$ cat src/rtl/cla_seq_pkg.sv
// -----------------------------------------------------------------------------
// cla_seq_pkg
// Shared types and constants for the nibble-serial CLA add sequencer.
//   state_t   : controller FSM states (IDLE, ADD, RESP)
//   NIBBLE_W  : width of one carry-look-ahead slice
//   nibbles() : bit width of the nibble index counter for a given operand width
// -----------------------------------------------------------------------------
package cla_seq_pkg;

   typedef enum logic [1:0] {
      IDLE = 2'd0,
      ADD  = 2'd1,
      RESP = 2'd2
   } state_t;

   localparam int NIBBLE_W = 4;

   // Index counter width; never below one bit so a single-nibble adder still
   // has a legal counter.
   function automatic int nibbles(input int width);
      int n;
      n = width / NIBBLE_W;
      return (n > 1) ? $clog2(n) : 1;
   endfunction

endpackage

$ cat src/rtl/cla_add_sequencer_cla4.sv
// -----------------------------------------------------------------------------
// cla4_slice
// Purely combinational 4-bit carry-look-ahead adder.
//   a, b : 4-bit addends
//   cin  : carry in
//   s    : 4-bit sum
//   cout : carry out of bit 3
// Every carry is formed directly from generate/propagate terms and cin, so
// no carry ripples through the slice.
// -----------------------------------------------------------------------------
module cla4_slice (
   input  logic [3:0] a,
   input  logic [3:0] b,
   input  logic       cin,
   output logic [3:0] s,
   output logic       cout
);

   logic [3:0] g;
   logic [3:0] p;
   logic       c1;
   logic       c2;
   logic       c3;

   assign g = a & b;
   assign p = a ^ b;

   assign c1   = g[0] | (p[0] & cin);
   assign c2   = g[1] | (p[1] & g[0]) | (p[1] & p[0] & cin);
   assign c3   = g[2] | (p[2] & g[1]) | (p[2] & p[1] & g[0])
               | (p[2] & p[1] & p[0] & cin);
   assign cout = g[3] | (p[3] & g[2]) | (p[3] & p[2] & g[1])
               | (p[3] & p[2] & p[1] & g[0])
               | (p[3] & p[2] & p[1] & p[0] & cin);

   assign s = p ^ {c3, c2, c1, cin};

endmodule

$ cat src/rtl/cla_add_sequencer.sv
// -----------------------------------------------------------------------------
// cla_add_sequencer
// Two-requester adder controller. A round-robin arbiter accepts one operand
// pair at a time; the add is then stepped one nibble per cycle through a
// single shared cla4_slice with the carry registered between nibbles, and the
// result is offered on a valid/ready response port.
//   clk, rst                      : clock, synchronous active-high reset
//   req0_valid/ready/a/b/cin      : requester 0 operand port
//   req1_valid/ready/a/b/cin      : requester 1 operand port
//   rsp_valid, rsp_ready          : response handshake
//   rsp_id                        : requester that owns the result
//   rsp_sum, rsp_cout             : (a + b + cin) mod 2^WIDTH and its carry
//   busy                          : high while in ADD or RESP
// -----------------------------------------------------------------------------
module cla_add_sequencer
   import cla_seq_pkg::*;
#(
   parameter int WIDTH = 16
) (
   input  logic             clk,
   input  logic             rst,
   input  logic             req0_valid,
   output logic             req0_ready,
   input  logic [WIDTH-1:0] req0_a,
   input  logic [WIDTH-1:0] req0_b,
   input  logic             req0_cin,
   input  logic             req1_valid,
   output logic             req1_ready,
   input  logic [WIDTH-1:0] req1_a,
   input  logic [WIDTH-1:0] req1_b,
   input  logic             req1_cin,
   output logic             rsp_valid,
   input  logic             rsp_ready,
   output logic             rsp_id,
   output logic [WIDTH-1:0] rsp_sum,
   output logic             rsp_cout,
   output logic             busy
);

   localparam int               NIBBLES  = WIDTH / NIBBLE_W;
   localparam int               IDX_W    = nibbles(WIDTH);
   localparam logic [IDX_W-1:0] LAST_IDX = IDX_W'(NIBBLES - 1);

   state_t                             state;
   state_t                             next_state;
   logic                               last_grant;
   logic                               grant;
   logic                               accept;
   logic                               last_nib;
   logic [IDX_W-1:0]                   idx;
   logic                               carry;
   logic [WIDTH-1:0]                   op_a;
   logic [WIDTH-1:0]                   op_b;
   logic [NIBBLES-1:0][NIBBLE_W-1:0]   sum_q;
   logic [NIBBLE_W-1:0]                slice_s;
   logic                               slice_cout;

   // Round-robin arbiter: a tie goes to whoever was not served last.
   // NOTE: every signal written in always_comb gets a default first, so no
   // path leaves it unassigned and no latch is inferred.
   always_comb begin
      grant = 1'b0;
      if (req0_valid && req1_valid) begin
         grant = ~last_grant;
      end else if (req1_valid) begin
         grant = 1'b1;
      end
   end

   // Readies are forced low during reset so nothing is handed over while the
   // controller is being cleared.
   assign req0_ready = !rst && (state == IDLE) && !grant && req0_valid;
   assign req1_ready = !rst && (state == IDLE) &&  grant && req1_valid;
   assign accept     = req0_ready || req1_ready;

   assign last_nib  = (idx == LAST_IDX);
   assign rsp_valid = (state == RESP);
   assign busy      = (state != IDLE);
   assign rsp_sum   = sum_q;

   // NOTE: sequential state uses non-blocking assignments so every register
   // samples pre-edge values regardless of statement order.
   always_ff @(posedge clk) begin
      if (rst) begin
         state <= IDLE;
      end else begin
         state <= next_state;
      end
   end

   always_comb begin
      next_state = state;
      case (state)
         IDLE:    if (accept)    next_state = ADD;
         ADD:     if (last_nib)  next_state = RESP;
         RESP:    if (rsp_ready) next_state = IDLE;
         default:                next_state = IDLE;
      endcase
   end

   // Operand registers shift down one nibble per ADD cycle, so the slice
   // always sees nibble[idx] in the low four bits.
   // NOTE: these registers carry no reset; they are always loaded on accept
   // before they are ever read, so a reset would only add fan-out.
   always_ff @(posedge clk) begin
      if (accept) begin
         op_a <= grant ? req1_a : req0_a;
         op_b <= grant ? req1_b : req0_b;
      end else if (state == ADD) begin
         op_a <= op_a >> NIBBLE_W;
         op_b <= op_b >> NIBBLE_W;
      end
   end

   cla4_slice u_slice (
      .a    (op_a[NIBBLE_W-1:0]),
      .b    (op_b[NIBBLE_W-1:0]),
      .cin  (carry),
      .s    (slice_s),
      .cout (slice_cout)
   );

   // Arbitration history, nibble counter, inter-nibble carry and result.
   always_ff @(posedge clk) begin
      if (rst) begin
         last_grant <= 1'b1;
         idx        <= '0;
         carry      <= 1'b0;
         sum_q      <= '0;
         rsp_cout   <= 1'b0;
         rsp_id     <= 1'b0;
      end else begin
         case (state)
            IDLE: begin
               if (accept) begin
                  carry      <= grant ? req1_cin : req0_cin;
                  idx        <= '0;
                  rsp_id     <= grant;
                  last_grant <= grant;
               end
            end
            ADD: begin
               sum_q[idx] <= slice_s;
               carry      <= slice_cout;
               if (last_nib) begin
                  rsp_cout <= slice_cout;
                  idx      <= '0;
               end else begin
                  idx <= idx + 1'b1;
               end
            end
            default: ;
         endcase
      end
   end

endmodule

$ cat config.mk
export PLATFORM = sky130hd
export DESIGN_NAME = cla_add_sequencer
export DESIGN_NICKNAME = d
export VERILOG_FILES = /design/src/rtl/cla_seq_pkg.sv /design/src/rtl/cla_add_sequencer_cla4.sv /design/src/rtl/cla_add_sequencer.sv
export SDC_FILE = /design/constraint.sdc
export NUM_CORES = 1
export LEC_CHECK = 0
export CAP_MARGIN = 20
export CORE_MARGIN = 5
export CORE_UTILIZATION = 35
export CTS_BUF_LIST = sky130_fd_sc_hd__clkbuf_8 sky130_fd_sc_hd__clkbuf_16
export DETAILED_ROUTE_END_ITERATION = 7
export PLACE_DENSITY_LB_ADDON = 0.12
export RECOVER_POWER = 100
export REMOVE_ABC_BUFFERS = 1
export SYNTH_ARGS = -nofsm -noshare
export SYNTH_HDL_FRONTEND = slang
export SYNTH_SLANG_ARGS = --single-unit
$ cat constraint.sdc
create_clock -name clk -period 2 [get_ports clk]
set_input_delay 0.2 -clock clk [delete_from_list [all_inputs] [get_ports clk]]
set_output_delay 0.2 -clock clk [all_outputs]
set_load 0.02 [all_outputs]
# After elaboration in Yosys (flattened, before gate mapping)
# Index checks and enable logic that the tools add are counted.
# W data, S select, Z words.
[totals]
in_bits = 71
ff_bits = 56
output_inout_bits = 22
[classes]
bitwise_logic = 30
eq_ne = 6
reduce_logical = 18
add_sub_neg = 1
order_cmp = 2
mux = 21
[op_table]
columns = ["op", "count"]
rows = [
  ["$mux W16", 6],
  ["$and A1 B1 Y1", 16],
  ["$bwmux W16", 1],
  ["$mux W2", 5],
  ["$or A1 B1 Y1", 10],
  ["$demux W4 S2", 1],
  ["$xor A4 B4 Y4", 2],
  ["$logic_and A1 B1 Y1", 7],
  ["$pmux W2 S3", 1],
  ["$reduce_and A2 Y1", 3],
  ["$reduce_bool A2 Y1", 3],
  ["$and A4 B4 Y4", 1],
  ["$eq A2 B2 Y1 const B", 2],
  ["$mux W1", 4],
  ["$mux W4", 1],
  ["$ne A2 B2 Y1 const B", 2],
  ["$pmux W2 S2", 1],
  ["$lt A2 B3 Y1 const B", 1],
  ["$reduce_and A3 Y1", 1],
  ["$add A2 B1 Y2 const B", 1],
  ["$eq A2 B1 Y1 const B", 1],
  ["$ge A2 B1 Y1 const B", 1],
  ["$logic_not A1 Y1", 2],
  ["$logic_not A2 Y1", 1],
  ["other kinds (4)", 4],
]

# Depth between registers and ports, before layout
[logic_depth]
depth_word = 8
depth_mapped = 6
mapped_depth_nobuf = 5

# Hierarchy
# From an unflattened synthesis, not the netlist that was laid out.
[unflattened]
hier_cells = 232
area_unflattened_um2 = 2909.0
[by_module_without_submodules]
columns = ["mod", "area_each_um2", "n_inst", "cells_per_inst"]
rows = [
  ["cla_add_sequencer", 2761.4, 1, 215],
  ["cla4_slice", 147.6, 1, 17],
]

# Worst setup path after synthesis
# No wires, ideal clock.
[synth_timing]
path_kind = "flip-flop to flip-flop"
start = "register state[1]"
end = "register op_a[0], enable pin"
arrival_time_ns = 1.521
setup_time_ns = 0.389
period_less_slack_ns = 1.911
path_stages_with_launch = 5
required_ns = 1.611
setup_slack_ns = 0.089
n_path_buf = 1
path_cell_list = "dfxtp_1 > nor3_2 > o21ai_1 > buf_2 > nand2_1"
[synth_via]
elab_chain_len = 6
[synth_rtl]
columns = ["item", "line", "rtl"]
rows = [
  ["start: declaration", "cla_add_sequencer.sv:44", "state_t state;"],
  ["start signal: assignment", "cla_add_sequencer.sv:87", "state <= next_state;"],
  ["$logic_not A2 Y1", "cla_add_sequencer.sv:72, cla_add_sequencer.sv:73", ""],
  ["$logic_and A1 B1 Y1", "cla_add_sequencer.sv:72, cla_add_sequencer.sv:73", ""],
  ["$logic_and A1 B1 Y1 (on tied branches) (2 in a row)", "cla_add_sequencer.sv:72, cla_add_sequencer.sv:73", ""],
  ["$logic_or A1 B1 Y1", "cla_add_sequencer.sv:74", "assign accept = req0_ready || req1_ready;"],
  ["$reduce_bool A2 Y1 (no line) *", "-", ""],
  ["end signal: assignment", "cla_add_sequencer.sv:107", "op_a <= grant ? req1_a : req0_a;"],
  ["end signal: assignment", "cla_add_sequencer.sv:110", "op_a <= op_a >> NIBBLE_W;"],
  ["end: declaration", "cla_add_sequencer.sv:52", "logic [WIDTH-1:0] op_a;"],
]
# Every way passes the cells marked *; elsewhere a longest branch is shown, timed or not.
# A chain may end at the register's enable or synchronous reset.

# Worst setup path in the final report
[layout_timing]
start = "input rst"
end = "output req0_ready"
[layout_via]
elab_chain_len = 4
[layout_rtl]
columns = ["item", "line", "rtl"]
rows = [
  ["start: declaration", "cla_add_sequencer.sv:21", "input logic rst,"],
  ["$logic_not A1 Y1", "cla_add_sequencer.sv:72", "assign req0_ready = !rst && (state == IDLE) && !grant && req0_valid;"],
  ["$logic_and A1 B1 Y1 (3 in a row)", "cla_add_sequencer.sv:72", ""],
  ["end: declaration", "cla_add_sequencer.sv:23", "output logic req0_ready,"],
]
# Every way passes these cells.

==> results_dict.tcl <==
set metrics [dict create \
    vias 2408 \
    p_leak_nw 1.50 \
    cts_buffers 5 \
    stdcell_count 494 \
    post-route-min-period_ps 1930 \
    finalHoldViolCount 0 \
    required_ps 1800 \
    synth_cell_types 38 \
    drv_slew 0 \
    max-vdd-ir-drop_uv 255 \
    core_area_sq_um 7650 \
    slew-limit-headroom_pct 55.6 \
    design_area_sq_um 3860 \
    hpwl_mm 4.70 \
    worstMarginPinSlew_ps 659 \
    slowest_stage "clkdlybuf4s50_1" \
    clock-sinks 56 \
    nets 471 \
    start_kind "input port" \
    cts_tree "yes" \
    port_buffers 92 \
    placed_area_sq_um 3800 \
    cp_top_family "buffers and inverters" \
    io_pins 93 \
    fmax_mhz 519 \
    grt_pass1_vias 2358 \
    min_to "rsp_sum[5]" \
    rows 32 \
    fillers 746 \
    rsz0062_at_grt "no" \
    fp.dieH_um 98.3 \
    gp_congestion 0.746 \
    drtAntennaViolNets 0 \
    drtIter0Drc 95 \
    maxCapViolCount 0 \
    cts_setup_buffers 0 \
    async_flop_share_pct 0 \
    wl_per_cell_um 13.0 \
    grt_antenna_before_repair 0 \
    clockBufferDepth 2 \
    htreeDepth 2 \
    crit_type "input port to output pin" \
    setup_tns_ps 0 \
    run_status "finished, final reports clean" \
    synth_edf_count 32 \
    drive_gt1_share_pct 4.59 \
    start_util_pct 35.7 \
    via_per_inst 4.87 \
    fin_skew_ps 13.3 \
    cp.arrival_ps 1730 \
    end_kind "output pin" \
    grt_start_max_net_pins 33 \
    syn-cell-area_sq_um 2730 \
    reg2reg_slack_ps 160 \
    cp_slowest_stage_delay_ps 600 \
    p_per_area_nw_per_um2 721 \
    synth_flop_cell "edfxtp_1" \
    insertion_delay_ps 310 \
    grt_usage_pct 13.6 \
    cp_cell_sequence "clkdlybuf4s50_1, nor3_2, and3_1, clkdlybuf4s50_1" \
    syn_inst 299 \
    drc_errors 0 \
    die_area_sq_um 9660 \
    clk_pin_slew_ps 80 \
    root_buffer "clkbuf_8" \
    dpl.cell_count 486 \
    cp_common_cell "clkdlybuf4s50_1" \
    setup_viol 0 \
    avgSynthCellArea_sq_um 9.13 \
    ys_ff_latch 56 \
    timing.hold.worst.start "rsp_sum[5]" \
    totalWireLength_mm 6.41 \
    yosysWarnings 0 \
    antenna_cells 0 \
    crit_fanout 5 \
    rr_worst_depth 4 \
    worstPathBufferInverterCount 2 \
    area_growth_pct 41.6 \
    rr_startpoint "state[1]" \
    yosysSeqAreaShare_pct 52.8 \
    min_path_type "flip-flop to flip-flop" \
    r2r-end "op_a[5]" \
    grt_remaining_overflow 0 \
    grt_pass1_wl_mm 10.9 \
    fin_crit_sh_pct 96.4 \
    first_pass_iters 4 \
    hold_depth 2 \
    die_w_um 98.3 \
]
kinds of logic after synthesis:
logic type | count (synthesis) | synth area share (%)
fa+ha+maj | 9 | 4.40
flops | 56 | 52.8
xor+xnor | 1 | 0.321
buf+inv | 23 | 4.13
compound gates | 70 | 16.3
simple gates | 140 | 22.0
cell type report:
class,instances,area [sq um],share of cell area [%]
Clock buffer,5,68.8,1.78
Inverter,6,22.5,0.583
Sequential cell,56,1440,37.3
Clock inverter,3,38.8,1.00
Tap cell,102,128,3.30
Timing Repair Buffer,102,991,25.6
Multi-Input combinational cell,220,1170,30.4
flip-flops by register name (all words and copies together) (netlist names):
signal,count
rsp_id,1
last_grant,1
op_a,16
state,2
idx,2
rsp_cout,1
op_b,16
rsp_sum,16
carry,1
report_power, final:
group | switching (W) | total (W) | internal (W)
Clock | 0.000364 | 0.000731 | 0.000367
Sequential | 0.0000405 | 0.00140 | 0.00136
Combinational | 0.000340 | 0.000654 | 0.000314
worst max-delay path by stage:
stage,startpoint,to,slack [ps],depth (start not counted)
after floorplan,state[0],op_a[0],50,3
after global placement,rst,req0_ready,110,4
after detailed placement,rst,req0_ready,70,4
after CTS,state[1],req0_ready,60,3
after global routing,state[1],req0_ready,30,3
final,rst,req0_ready,70,4
Yosys cell counts (all sizes together) (2+ instances only):
master	count	share of area, %
nand2	79	11
nor2	36	5.0
edfxtp	32	35
a31oi	25	5.7
dfxtp	24	18
a21oi	17	3.1
buf	14	2.9
ha	8	3.7
nand3b	8	2.2
o21ai	7	1.3
inv	6	0.83
a211oi	5	1.4
nand3	4	0.73
o31ai	4	1.1
a311oi	3	0.96
clkbuf	3	0.41
nor3	3	0.73
a21o	2	0.55
and2	2	0.50
and3	2	0.46
nand2b	2	0.46
nor2b	2	0.46
through the flow:
stage	hold WS (ps)	utilization (%)	power (W)	setup slack, ps
floorplan	269	-	0.00179	51.4
global placement	444	49.7	0.00210	111
detailed placement	456	49.7	0.00212	69.0
CTS	469	51.1	0.00284	61.1
global route	491	50.5	0.00294	30.9
finish	462	50.5	0.00279	71.8
what timing repair did:
item,CTS,global route
gates resized for setup,1,0
endpoints found under the setup margin,1,0
endpoints found under the hold margin,0,0
hold buffers,0,0
per-layer routing:
metal  up-vias  track usage [%]  routed length [um]
met4         0             3.15                  57
met5         -                0                   0
met3         6             5.64                 524
met1      1104             17.4                2790
met2        64             21.6                3040
li1       1234                -                   -
tightest hold or removal path, delay by kind of cell (launching register included):
family	cells	cell delay, ps
flip-flops	1	320
AO/OA/AOI/OAI	1	50
AND/OR/NAND/NOR	1	50
cells in the final DEF, fill, tap and decap left out, drive strengths merged:
cell type / n
edfxtp: 32
dfxtp: 24
nor2b: 2
clkbuf: 11
a31oi: 25
a21oi: 17
inv: 7
dlygate4sd3: 19
nand3b: 8
and3: 2
o21bai: 1
buf: 4
a21boi: 1
nand2: 79
clkdlybuf4s50: 72
nor2: 36
nand3: 4
fa: 1
or3: 1
a22oi: 1
bufinv: 1
o32ai: 1
clkinv: 1
a21o: 2
xnor2: 1
dlygate4sd2: 1
a211o: 1
a311oi: 3
a211oi: 5
o31ai: 4
ha: 8
o21ai: 7
a22o: 1
nor3: 3
and2: 2
o21a: 1
or2: 1
nand2b: 2
(Power assumes the default switching activity.)
